`src/rtl/periph_bus_rr_arbiter.sv`:
```
// periph_bus_rr_arbiter
// Round-robin arbiter sharing one cluster peripheral target port among
// N_REQ core-side requesters. Each cycle one request is forwarded to the
// target. The winner's index is queued in an in-order ID FIFO, and every
// target response is routed back to the requester at the FIFO head.
// The block also drives per-requester stall pulses for the performance
// counters and a sticky flag for responses that arrive with no owner.
module periph_bus_rr_arbiter #(
    parameter int N_REQ           = 4,
    parameter int ADDR_WIDTH      = 32,
    parameter int DATA_WIDTH      = 32,
    parameter int BE_WIDTH        = DATA_WIDTH / 8,
    parameter int MAX_OUTSTANDING = 2
) (
    input  logic                                 clk_i,
    input  logic                                 rst_ni,

    // Core-side requesters (requester k occupies slice k)
    input  logic [N_REQ-1:0]                     req_i,
    input  logic [N_REQ*ADDR_WIDTH-1:0]          add_i,
    input  logic [N_REQ-1:0]                     wen_i,
    input  logic [N_REQ*DATA_WIDTH-1:0]          wdata_i,
    input  logic [N_REQ*BE_WIDTH-1:0]            be_i,
    output logic [N_REQ-1:0]                     gnt_o,
    output logic [N_REQ-1:0]                     r_valid_o,
    output logic [DATA_WIDTH-1:0]                r_rdata_o,
    output logic                                 r_opc_o,

    // Shared target port
    output logic                                 tgt_req_o,
    output logic [ADDR_WIDTH-1:0]                tgt_add_o,
    output logic                                 tgt_wen_o,
    output logic [DATA_WIDTH-1:0]                tgt_wdata_o,
    output logic [BE_WIDTH-1:0]                  tgt_be_o,
    input  logic                                 tgt_gnt_i,
    input  logic                                 tgt_r_valid_i,
    input  logic [DATA_WIDTH-1:0]                tgt_r_rdata_i,
    input  logic                                 tgt_r_opc_i,

    // Status
    output logic [N_REQ-1:0]                     stall_o,
    output logic [$clog2(MAX_OUTSTANDING+1)-1:0] outstanding_o,
    output logic                                 err_rsp_o
);

    // ------------------------------------------------------------------
    // Derived widths and constants
    // ------------------------------------------------------------------
    localparam int ID_W  = (N_REQ > 1) ? $clog2(N_REQ) : 1;
    localparam int PTR_W = (MAX_OUTSTANDING > 1) ? $clog2(MAX_OUTSTANDING) : 1;
    localparam int CNT_W = $clog2(MAX_OUTSTANDING + 1);

    localparam logic [CNT_W-1:0] CNT_FULL  = CNT_W'(MAX_OUTSTANDING);
    localparam logic [PTR_W-1:0] PTR_LAST  = PTR_W'(MAX_OUTSTANDING - 1);
    localparam logic [ID_W-1:0]  ID_LAST   = ID_W'(N_REQ - 1);
    localparam logic [ID_W:0]    N_REQ_EXT = (ID_W + 1)'(N_REQ);

    // ------------------------------------------------------------------
    // State
    // ------------------------------------------------------------------
    logic [ID_W-1:0]  rr_q;
    logic [ID_W-1:0]  fifo_q [MAX_OUTSTANDING];
    logic [PTR_W-1:0] wr_ptr_q;
    logic [PTR_W-1:0] rd_ptr_q;
    logic [CNT_W-1:0] count_q;
    logic             err_q;

    // ------------------------------------------------------------------
    // Combinational nets
    // ------------------------------------------------------------------
    logic [ID_W-1:0]  sel;
    logic             any_req;
    logic [ID_W:0]    cand;
    logic [ID_W-1:0]  rr_next;
    logic [ID_W-1:0]  head_id;
    logic             fifo_full;
    logic             fifo_empty;
    logic             push;
    logic             pop;
    logic             orphan_rsp;
    logic [PTR_W-1:0] wr_ptr_next;
    logic [PTR_W-1:0] rd_ptr_next;

    // Round-robin scan: first active request starting at rr_q, wrapping at N_REQ.
    // NOTE: every variable written here gets a default before the loop, so
    // no path leaves it unassigned and no latch is inferred.
    always_comb begin
        sel     = rr_q;
        any_req = 1'b0;
        cand    = '0;
        for (int i = 0; i < N_REQ; i++) begin
            cand = {1'b0, rr_q} + (ID_W + 1)'(i);
            if (cand >= N_REQ_EXT) begin
                cand = cand - N_REQ_EXT;
            end
            if (!any_req && req_i[cand[ID_W-1:0]]) begin
                any_req = 1'b1;
                sel     = cand[ID_W-1:0];
            end
        end
    end

    // Occupancy flags use the registered count, so a pop cannot free a slot
    // for a push in the same cycle.
    assign fifo_full  = (count_q == CNT_FULL);
    assign fifo_empty = (count_q == '0);
    assign head_id    = fifo_q[rd_ptr_q];

    // Request path to the target, fully combinational.
    assign tgt_req_o   = any_req & ~fifo_full & rst_ni;
    assign tgt_add_o   = add_i[int'(sel)*ADDR_WIDTH +: ADDR_WIDTH];
    assign tgt_wen_o   = wen_i[sel];
    assign tgt_wdata_o = wdata_i[int'(sel)*DATA_WIDTH +: DATA_WIDTH];
    assign tgt_be_o    = be_i[int'(sel)*BE_WIDTH +: BE_WIDTH];

    // A handshake pushes the winner; an owned response pops the head.
    assign push       = tgt_req_o & tgt_gnt_i;
    assign pop        = rst_ni & tgt_r_valid_i & ~fifo_empty;
    assign orphan_rsp = tgt_r_valid_i & fifo_empty;

    // Next pointer values, wrapping at the FIFO depth (need not be a power of two).
    assign wr_ptr_next = (wr_ptr_q == PTR_LAST) ? '0 : wr_ptr_q + PTR_W'(1);
    assign rd_ptr_next = (rd_ptr_q == PTR_LAST) ? '0 : rd_ptr_q + PTR_W'(1);
    assign rr_next     = (sel == ID_LAST) ? '0 : sel + ID_W'(1);

    // Grant decode: one-hot on the selected requester when the target accepts.
    always_comb begin
        gnt_o = '0;
        if (push) begin
            gnt_o[sel] = 1'b1;
        end
    end

    // Response routing: one-hot on the requester recorded at the FIFO head.
    always_comb begin
        r_valid_o = '0;
        if (pop) begin
            r_valid_o[head_id] = 1'b1;
        end
    end

    // Response payload is shared; each requester qualifies it with its own valid bit.
    assign r_rdata_o = tgt_r_rdata_i;
    assign r_opc_o   = tgt_r_opc_i;

    // Stall pulse for requesters waiting this cycle.
    assign stall_o       = req_i & ~gnt_o;
    assign outstanding_o = count_q;
    assign err_rsp_o     = err_q;

    // Round-robin pointer: advance past the winner on every handshake.
    // NOTE: sequential state uses non-blocking assignments, so every register
    // samples values from before the edge regardless of statement order.
    always_ff @(posedge clk_i) begin
        if (!rst_ni) begin
            rr_q <= '0;
        end else if (push) begin
            rr_q <= rr_next;
        end
    end

    // ID FIFO storage, written on push.
    // NOTE: storage is not reset. The count and pointers are reset, and they
    // ensure a stale entry is never read.
    always_ff @(posedge clk_i) begin
        if (push) begin
            fifo_q[wr_ptr_q] <= sel;
        end
    end

    // ID FIFO pointers and occupancy count.
    always_ff @(posedge clk_i) begin
        if (!rst_ni) begin
            wr_ptr_q <= '0;
            rd_ptr_q <= '0;
            count_q  <= '0;
        end else begin
            if (push) begin
                wr_ptr_q <= wr_ptr_next;
            end
            if (pop) begin
                rd_ptr_q <= rd_ptr_next;
            end
            case ({push, pop})
                2'b10:   count_q <= count_q + CNT_W'(1);
                2'b01:   count_q <= count_q - CNT_W'(1);
                default: count_q <= count_q;
            endcase
        end
    end

    // Sticky error flag: set by a response with no owner, cleared only by reset.
    always_ff @(posedge clk_i) begin
        if (!rst_ni) begin
            err_q <= 1'b0;
        end else if (orphan_rsp) begin
            err_q <= 1'b1;
        end
    end

endmodule

```
`config.mk`:
```
export PLATFORM = sky130hd
export DESIGN_NAME = periph_bus_rr_arbiter
export DESIGN_NICKNAME = d
export VERILOG_FILES = /design/src/rtl/periph_bus_rr_arbiter.sv
export SDC_FILE = /design/constraint.sdc
export NUM_CORES = 1
export LEC_CHECK = 0
export BUFFER_PORTS_ARGS = -buffer_cell sky130_fd_sc_hd__buf_4
export CAP_MARGIN = 20
export CORE_AREA = 5 5 168 170
export CTS_CLUSTER_DIAMETER = 100
export DETAILED_ROUTE_END_ITERATION = 12
export DIE_AREA = 0 0 173 175
export PLACE_DENSITY_LB_ADDON = 0.2
export SLEW_MARGIN = 0
export SYNTH_ARGS = -nofsm -noshare
export SYNTH_HDL_FRONTEND = slang
export SYNTH_SLANG_ARGS = --single-unit
```
`constraint.sdc`:
```
create_clock -name clk_i -period 4.24 [get_ports clk_i]
set_input_delay 0.424 -clock clk_i [delete_from_list [all_inputs] [get_ports clk_i]]
set_output_delay 0.424 -clock clk_i [all_outputs]
set_load 0.005 [all_outputs]
```
Word level (Yosys, flattened, before mapping)
Memories as Yosys holds them, arrays and structs flattened. A register that Yosys moved wholly into a read port is not among the register bits.
Cells that the tools add are included.
{ "op_classes": {"addsub": 12, "multipliers": 0, "n_div": 0, "order_cmp": 12, "eq_ne": 4, "n_shift": 3, "muxes": 36, "n_bitwise": 10, "n_reduce_logical": 10} }
{ "ops": {"columns": ["operator", "n"], "rows": [
  ["$shiftx A128 B8 Y32", 2],
  ["$lt A2 B3 Y1 const B", 6],
  ["$mux W2", 9],
  ["$mux W1", 17],
  ["$shiftx A16 B5 Y4", 1],
  ["$bmux W1 S2", 5],
  ["$sub A2 B1 Y2 const B", 5],
  ["$ge A3 B3 Y1 const B", 3],
  ["$mux W4", 2],
  ["$add A2 B2 Y3 const B", 2],
  ["$and A1 B1 Y1", 6],
  ["$eq A2 B2 Y1 const B", 3],
  ["$logic_and A1 B1 Y1", 5],
  ["$add A2 B1 Y2 const B", 2],
  ["$and A4 B4 Y4", 1],
  ["$demux W1 S2", 2],
  ["$ge A2 B1 Y1 const B", 2],
  ["$not A4 Y4", 1],
  ["$pmux W2 S2", 1],
  ["$add A2 B1 Y3 const B", 1],
  ["$ge A2 B3 Y1 const B", 1],
  ["$logic_not A1 Y1", 3],
  ["$add A1 B1 Y1 const B", 2],
  ["$eq A2 B1 Y1 const B", 1],
  ["3 further kinds", 4]
]} }
{ "totals": {"register_bits": 7, "latchBits": 0, "mem_bits_rw": 4, "rom_bits": 0, "input_bits": 317, "out_inout_bits": 118, "word_cells": 93, "memories": 1} }
{ "mem_list": {"columns": ["memory", "depth", "word_bits", "rd", "rd_clocked_by_memory_dff", "wr", "line_no", "text"], "rows": [
  ["fifo_q", 2, 2, 1, 1, 1, "62", "logic [ID_W-1:0] fifo_q [MAX_OUTSTANDING];"]
]} }

Depth between registers and ports, before layout
Gate-level depths: netlist (run 1).
{ "logic_depth": {"word_depth": 21, "depth_mapped": 9, "mapped_depth_nobuf": 8} }

Least setup slack after synthesis (run 1)
OpenSTA, ideal clock, no wires.
{ "synth_path": {"path_type": "input-to-output", "start": "input req_i[3]", "end": "output stall_o[0]", "t_arrival_ns": 1.857, "required_time_ns": 3.816, "slack_ns": 1.959, "stages": 9, "n_path_buf": 3, "path_cell_list": "and3b_1 -> a2111oi_0 -> or2_1 -> buf_4 -> inv_2 -> buf_6 -> buf_2 -> ha_1 -> a21boi_0"} }
{ "synth_between": {"elab_chain_cells": 19, "elab_cells_between_ends": 33, "classes_between": "order compare (2); mux (19); bitwise (5); reduce/logical (7)"} }
{ "synth_rtl": {"columns": ["item", "line_no", "text"], "rows": [
  ["start, declared", "19", "input logic [N_REQ-1:0] req_i,"],
  ["$bmux W1 S2", "96", "if (!any_req && req_i[cand[ID_W-1:0]]) begin"],
  ["$mux W1 (implied by the code)", "96", null],
  ["$mux W1", "96", null],
  ["$logic_not A1 Y1", "96", null],
  ["$logic_and A1 B1 Y1", "96", null],
  ["$mux W1", "96", null],
  ["$logic_not A1 Y1", "96", null],
  ["$logic_and A1 B1 Y1", "96", null],
  ["(+3 left out)", null, null],
  ["$mux W2", "96", null],
  ["$lt A2 B3 Y1 (implied by the code) / $ge A2 B1 Y1 (equally long branches)", "130", "gnt_o[sel] = 1'b1;"],
  ["$logic_and A1 B1 Y1 (implied by the code)", "130", null],
  ["$mux W1 (implied by the code)", "130", null],
  ["$demux W1 S2", "130", null],
  ["$mux W4 *", "129", "if (push) begin"],
  ["$not A4 Y4 *", "147", "assign stall_o = req_i & ~gnt_o;"],
  ["$and A4 B4 Y4 *", "147", null],
  ["end, declared", "41", "output logic [N_REQ-1:0] stall_o,"]
]} }
Mark *: on every way between the ends. The rest lies on a longest branch, timed or not. The select of a mux whose other input is x is not followed.

Worst setup path in the final report (run 1)
{ "layout_path": {"start": "register rr_q[1]", "end": "output tgt_add_o[25]"} }
{ "layout_between": {"elab_chain_cells": 15, "elab_cells_between_ends": 37, "classes_between": "add/sub (7); order compare (4); shift (1); mux (19); reduce/logical (6)"} }
{ "layout_rtl": {"columns": ["item", "line_no", "text"], "rows": [
  ["start, declared", "61", "logic [ID_W-1:0] rr_q;"],
  ["start signal, assigned", "158", "rr_q <= rr_next;"],
  ["parallel branches: the longest is 13 deep, another holds $add A2 B1 Y3", null, null],
  ["$mux W2 *", "96", null],
  ["$shiftx A128 B8 Y32 *", "111", "assign tgt_add_o = add_i[int'(sel)*ADDR_WIDTH +: ADDR_WIDTH];"],
  ["end, declared", "31", "output logic [ADDR_WIDTH-1:0] tgt_add_o,"]
]} }
Mark *: on every way between the ends. The select of a mux whose other input is x is not followed.

==> flow_summary_export.csv, run 1 <==
group,metric,value,unit
timing,slew_violations,0,
synthesis,postSynthCellCount,514,
timing,hold_viol_final,0,
synthesis,synth-seq-area-share,9.14,%
clocking,ctsResizeCount,0,
final_layout,nets,1137,
status,status,"finished, final reports clean",
final_layout,final_cell_mix,"buf_4, nand2_1, a32oi_1",
power_and_ir_drop,finalPower,1250,uW
synthesis,synthTopCellsByArea,"nand2_1, a32oi_1, a21oi_1",
worst_setup_path,r2r_start,"rr_q[1]",
final_layout,n_antenna_cell,0,
timing,max_freq,336,MHz
floorplanning,row_count,60,
synthesis,avgSynthCellArea,5.96,um^2
route,num_vias,4769,
route,routedWlPerCell,15.5,um
grt,overflow,0,
timing,fin_skew,0.00153,ns
placed_design,place_area,5820,um^2
timing,setup_viol,0,
synthesis,synth-edff-count,4,
clocking,cts_sinks,12,
power_and_ir_drop,switching_power,489,uW
timing,slew_headroom,46.0,%
synthesis,ys.flop_type,"dfxtp_1",
route,routed_wirelength,17900,um
grt,antenna_found_initial,0,
worst_setup_path,cp.required,3.82,ns
route,drtPass1Iterations,5,
worst_setup_path,crit_type,"reg2out",
synthesis,synth_nets,836,
worst_setup_path,reg2reg_depth,7,
clocking,cts_tree,"built",
timing,worstMarginPinSlew,0.810,ns
hold_path,hold_start,"tgt_r_valid_i",
clocking,worstSkewPairLatency,0.24,ns
placed_design,dp_slack,1.34,ns
worst_setup_path,end_kind,"output port",
power_and_ir_drop,p_seq_share,11.6,%
grt,grt_pass1_vias,4956,
final_layout,design_area,5900,um^2
clocking,path_clk_slew,0.04,ns
grt,grt.total_usage,10.5,%
worst_setup_path,critPathArrivalTime,2.55,ns
grt,grt_pass1_wl,26200,um
grt,grt_max_degree,143,
timing,tns,0,ns
final_layout,drive_above_1_share,48.5,%
timing,layout_min_cycle_time,2.98,ns
timing,fin_crit_sh,70.3,%
synthesis,synth_top_area_share,25.6,%
worst_setup_path,r2r_setup_slack,2.08,ns
clocking,cts_buffers,3,
floorplanning,ios,435,
worst_setup_path,cp_max_fo,142,
route,drt_iter0_markers,209,
power_and_ir_drop,total_leakage_power,0.00277,uW
power_and_ir_drop,internal_power,761,uW
floorplanning,fp.dieW,173,um
worst_setup_path,start_kind,"flop",
hold_path,hold_path_class,"in2reg",
placed_design,place_congestion,0.806,
power_and_ir_drop,p_comb_share,74.8,%
synthesis,async_reset_ff_share,0,%
floorplanning,start_util,11.5,%
floorplanning,die_area,30300,um^2
synthesis,synth_area,3070,um^2
clocking,h-tree-depth,1,
route,routed_via_density,4.13,
power_and_ir_drop,clkPwrFrac,13.6,%
hold_path,min_to,"err_rsp_o",
power_and_ir_drop,p_per_area,212,nW/um^2
hold_path,hold_depth,3,
timing,setup_slack,1.26,ns
clocking,cts_hold_buf,0,
synthesis,synth.distinct_cells,38,
worst_setup_path,r2r_end,"rr_q[1]",
floorplanning,die_y,175,um
synthesis,synth_top_cell_by_area,"nand2_1",
route,antenna_left,0,
placed_design,port-buffer-count,368,
power_and_ir_drop,ir_worst_vdd,0.000113,V
final_layout,final_common_cell,"buf_4",
clocking,cts_setup_buffers,0,
final_layout,syn2layout_area_growth,92.5,%
floorplanning,core,26600,um^2
synthesis,synth_seq_cells,12,
timing,rsz0062_at_grt,"no",
synthesis,synth_warnings,0,
route,drcViolationCount,0,
power_and_ir_drop,p_sw_share,39.1,%
clocking,cts_buffer_depth,2,
clocking,clock-root-buffer,"clkbuf_16",
placed_design,dpl.hpwl,14500,um
run,cap_violations,0,
worst max-delay path by stage:
stage | start | end | slack, ns
after floorplan | req_i[3] | stall_o[0] | 1.96
after global placement | req_i[2] | tgt_add_o[18] | 1.33
after detailed placement | req_i[2] | tgt_add_o[25] | 1.34
after CTS | rr_q[1] | tgt_add_o[25] | 1.23
after global routing | rr_q[1] | tgt_wdata_o[3] | 1.02
final | rr_q[1] | tgt_add_o[25] | 1.26
state kept, by name, indices dropped and copies added, names as in the netlist, named ones only:
register / cells
err_rsp_o: 1
fifo_q: 4
outstanding_o: 2
rd_ptr_q: 1
rr_q: 2
wr_ptr_q: 1
stage by stage:
stage | instances | hold slack, ns | util (%)
6_report | 1155 | 0.434 | 22.2
5_1_grt | 1155 | 0.475 | 22.2
4_1_cts | 1155 | 0.434 | 22.2
3_5_place_dp | 1151 | 0.472 | 21.9
3_3_place_gp | 1151 | 0.462 | 21.9
2_1_floorplan | 514 | 0.460 | -
worst max-delay path: stages (launching register included):
cell	delay, ns
dfxtp_1	0.36
and3b_1	0.19
a2111oi_0	0.39
or2_4	0.23
buf_12	0.35
nand2_1	0.11
a32oi_1	0.25
buf_4	0.15
logic make-up after synthesis:
| family | synth area share [%] |
|---|---|
| buf+inv | 19.4 |
| xor+xnor | 1.14 |
| compound gates | 36.9 |
| simple gates | 31.0 |
| flops | 9.14 |
| mux | 0.327 |
| fa+ha+maj | 2.04 |
Yosys cell counts (2+ instances only):
cell and n:
nand2_1 209, a32oi_1 70, a21oi_1 65, buf_4 43, nor2_1 16, clkbuf_1 14
buf_2 11, a21oi_2 10, buf_6 9, dfxtp_1 8, inv_1 8, and2_1 5
ha_1 5, a21boi_0 4, edfxtp_1 4, o21ai_0 4, buf_1 3, nor2b_1 3
nor3_1 2, xnor2_1 2, xor2_1 2
layer usage:
layer  wire length, um  track usage, %  vias up
li1                  -               -     2378
met1              6710            11.4     2114
met2              9260            19.9      245
met3              1530            3.20       32
met4               393            2.66        0
met5                 0               0        -
power by group through the flow:
stage	Clock (uW)	Sequential, uW	Combinational (uW)
finish	170	145	935
global route	181	148	1030
CTS	175	146	948
detailed placement	0	148	945
global placement	0	148	956
floorplan	0	142	464
cell type report:
type / count / area (um^2)
fillers: 3024 / 20700
multi-input cells: 411 / 2190
well taps: 341 / 427
clock inverters: 1 / 3.75
flip-flops and latches: 12 / 280
inverters: 10 / 42.5
clock buffers: 3 / 75.1
repair buffers: 377 / 2880
Power figures use the tool's default switching activity.
==> run 2: changes to the inputs <==
--- a/config.mk
+++ b/config.mk
@@ -5,12 +5,13 @@
 export SDC_FILE = /design/constraint.sdc
 export NUM_CORES = 1
 export LEC_CHECK = 0
+export ABC_AREA = 1
 export BUFFER_PORTS_ARGS = -buffer_cell sky130_fd_sc_hd__buf_4
 export CAP_MARGIN = 20
-export CORE_AREA = 5 5 168 170
+export CORE_AREA = 5 5 166 168
 export CTS_CLUSTER_DIAMETER = 100
 export DETAILED_ROUTE_END_ITERATION = 12
-export DIE_AREA = 0 0 173 175
+export DIE_AREA = 0 0 171 173
 export PLACE_DENSITY_LB_ADDON = 0.2
 export SLEW_MARGIN = 0
 export SYNTH_ARGS = -nofsm -noshare
==> constraint.sdc (replaced) <==
create_clock -name clk_i -period 3.1 [get_ports clk_i]
set_input_delay 0.31 -clock clk_i [delete_from_list [all_inputs] [get_ports clk_i]]
set_output_delay 0.31 -clock clk_i [all_outputs]
set_load 0.005 [all_outputs]
==> flow_summary_export.csv, run 2 <==
group,metric,value,unit
status,status,"finished, final reports clean",
final_layout,nets,1484,
clocking,clock-root-buffer,"clkbuf_16",
worst_setup_path,crit_type,"reg2out",
worst_setup_path,r2r_end,"rr_q[1]",
power_and_ir_drop,finalPower,3740,uW
timing,hold_viol_final,0,
clocking,cts_setup_buffers,0,
worst_setup_path,r2r_start,"rr_q[1]",
floorplanning,ios,435,
route,routed_wirelength,24000,um
final_layout,drive_above_1_share,34.3,%
timing,setup_viol,0,
placed_design,place_area,6850,um^2
placed_design,place_congestion,0.838,
synthesis,synth_top_area_share,49.0,%
grt,grt_pass1_vias,6430,
worst_setup_path,endpoint,"tgt_add_o[18]",
grt,grt.total_usage,14.8,%
timing,layout_min_cycle_time,2.88,ns
final_layout,final_cell_mix,"nand2_1, buf_4, nand3_1",
placed_design,dpl.hpwl,18700,um
final_layout,regMostFlops,"fifo_q",
worst_setup_path,r2r_setup_slack,0.82,ns
timing,max_freq,347,MHz
synthesis,yosysMostFrequentCell,"nand2_1",
final_layout,n_fill_cell,3020,
worst_setup_path,critPathArrivalTime,2.57,ns
timing,slew_headroom,62.4,%
worst_setup_path,start_kind,"flop",
clocking,cts_buffers,3,
route,num_vias,6439,
synthesis,synth-seq-area-share,6.81,%
route,drtPass1Iterations,5,
timing,rsz0062_at_grt,"no",
synthesis,synthTopCellsByCount,"nand2_1, nand3_1, buf_4",
synthesis,async_reset_ff_share,0,%
timing,fin_crit_sh,92.8,%
grt,overflow,0,
final_layout,largest_reg_flops,4,
worst_setup_path,reg2reg_depth,12,
floorplanning,start_util,16.0,%
clocking,path_clk_slew,0.04,ns
clocking,h-tree-depth,1,
final_layout,design_area,6980,um^2
timing,slew_violations,0,
power_and_ir_drop,ir_worst_vdd,0.000250,V
worst_setup_path,cp_max_fo,58,
clocking,cts_tree,"built",
clocking,worstSkewPairLatency,0.23,ns
power_and_ir_drop,total_leakage_power,0.00426,uW
run,cap_violations,0,
final_layout,final_common_cell,"nand2_1",
synthesis,synth_nets,1193,
grt,grt_pass1_wl,35300,um
synthesis,synth_warnings,0,
synthesis,synth_area,4110,um^2
floorplanning,fp.dieW,171,um
synthesis,synth.distinct_cells,25,
route,antenna_left,0,
synthesis,postSynthCellCount,871,
synthesis,synth-edff-count,4,
route,routedWlPerCell,16.0,um
clocking,cts_buffer_depth,2,
timing,tns,0,ns
power_and_ir_drop,p_per_area,536,nW/um^2
hold_path,hold_path_class,"in2reg",
grt,antenna_found_initial,3,
synthesis,ys.flop_type,"dfxtp_1",
worst_setup_path,crit_start,"rr_q[1]",
timing,fin_skew,0.000514,ns
final_layout,syn2layout_area_growth,69.8,%
route,drt_iter0_markers,379,
route,routed_via_density,4.30,
clocking,cts_sinks,12,
placed_design,port-buffer-count,368,
route,drcViolationCount,0,
worst_setup_path,end_kind,"output port",
timing,worstMarginPinSlew,0.558,ns
clocking,ctsResizeCount,0,
synthesis,synth_top_cell_by_area,"nand2_1",
synthesis,avgSynthCellArea,4.72,um^2
floorplanning,die_y,173,um
floorplanning,core,25800,um^2
synthesis,synthTopCellsByArea,"nand2_1, nand3_1, buf_4",
clocking,cts_hold_buf,0,
synthesis,synth_seq_cells,12,
floorplanning,row_count,59,
grt,grt_max_degree,79,
worst_setup_path,cp.required,2.79,ns
floorplanning,die_area,29600,um^2
## run 2: worst min-delay path by stage
stage | cells after the start | startpoint | to
final | 3 | rst_ni | rr_q[0]
after global routing | 3 | tgt_r_valid_i | err_rsp_o
after CTS | 3 | tgt_r_valid_i | err_rsp_o
after detailed placement | 2 | err_rsp_o | err_rsp_o
after global placement | 2 | err_rsp_o | err_rsp_o
after floorplan | 2 | rst_ni | rr_q[1]
## run 2: per-stage QoR
stage	util [%]	cells	setup WS, ns	hold slack, ns
after global placement	26.6	1491	0.454	0.473
after global routing	27.1	1499	0.0195	0.363
after CTS	26.9	1495	0.186	0.345
after detailed placement	26.6	1491	0.439	0.474
final	27.1	1499	0.222	0.348
after floorplan	-	871	0.909	0.430
## run 2: area by class of cell
type                            count  area, um^2  share of cell area (%)
Multi-Input combinational cell    739        3100                    44.4
Inverter                           25        96.3                    1.38
Tap cell                          335         419                    6.00
Clock buffer                        3        75.1                    1.08
Sequential cell                    12         280                    4.01
Antenna cell                        3        7.51                   0.108
Clock inverter                      1        3.75                  0.0538
Timing Repair Buffer              381        3000                    42.9
## run 2: critical path, stage by stage (launching register included)
cell and delay, ns:
dfxtp_1 0.51, inv_4 0.09, nand2_1 0.10, nand2_2 0.08, nand2_1 0.08, nand2_2 0.08
nor2_2 0.19, nand4_4 0.17, nand2_4 0.25, buf_16 0.27, nand2_1 0.08, nand2_1 0.07
nand2_1 0.13, nand2_1 0.10, buf_4 0.11
## run 2: routing by layer
metal | vias up | GRT usage (%) | routed length, um
li1 | 3261 | - | -
met1 | 2857 | 16.4 | 9100
met2 | 289 | 28.0 | 12500
met3 | 32 | 3.11 | 1980
met4 | 0 | 4.06 | 456
met5 | - | 0 | 0
## run 2: kinds of logic after synthesis
group / Yosys count / share of synthesized area [%]
xor gates and xnor gates: 1 / 0.213
adders and majority gates: 5 / 1.52
and+or+nand+nor: 719 / 71.3
DFF: 12 / 6.81
buffers and inverters: 120 / 18.3
muxes: 1 / 0.243
AOI/OAI and AO/OA: 13 / 1.61
## run 2: power by group
| group | switching (uW) | internal (uW) | leakage [uW] | total, uW |
|---|---|---|---|---|
| registers | 15.4 | 187 | 0.000103 | 203 |
| logic | 1840 | 1470 | 0.00412 | 3310 |
| clock network | 60.5 | 169 | 0.0000386 | 230 |
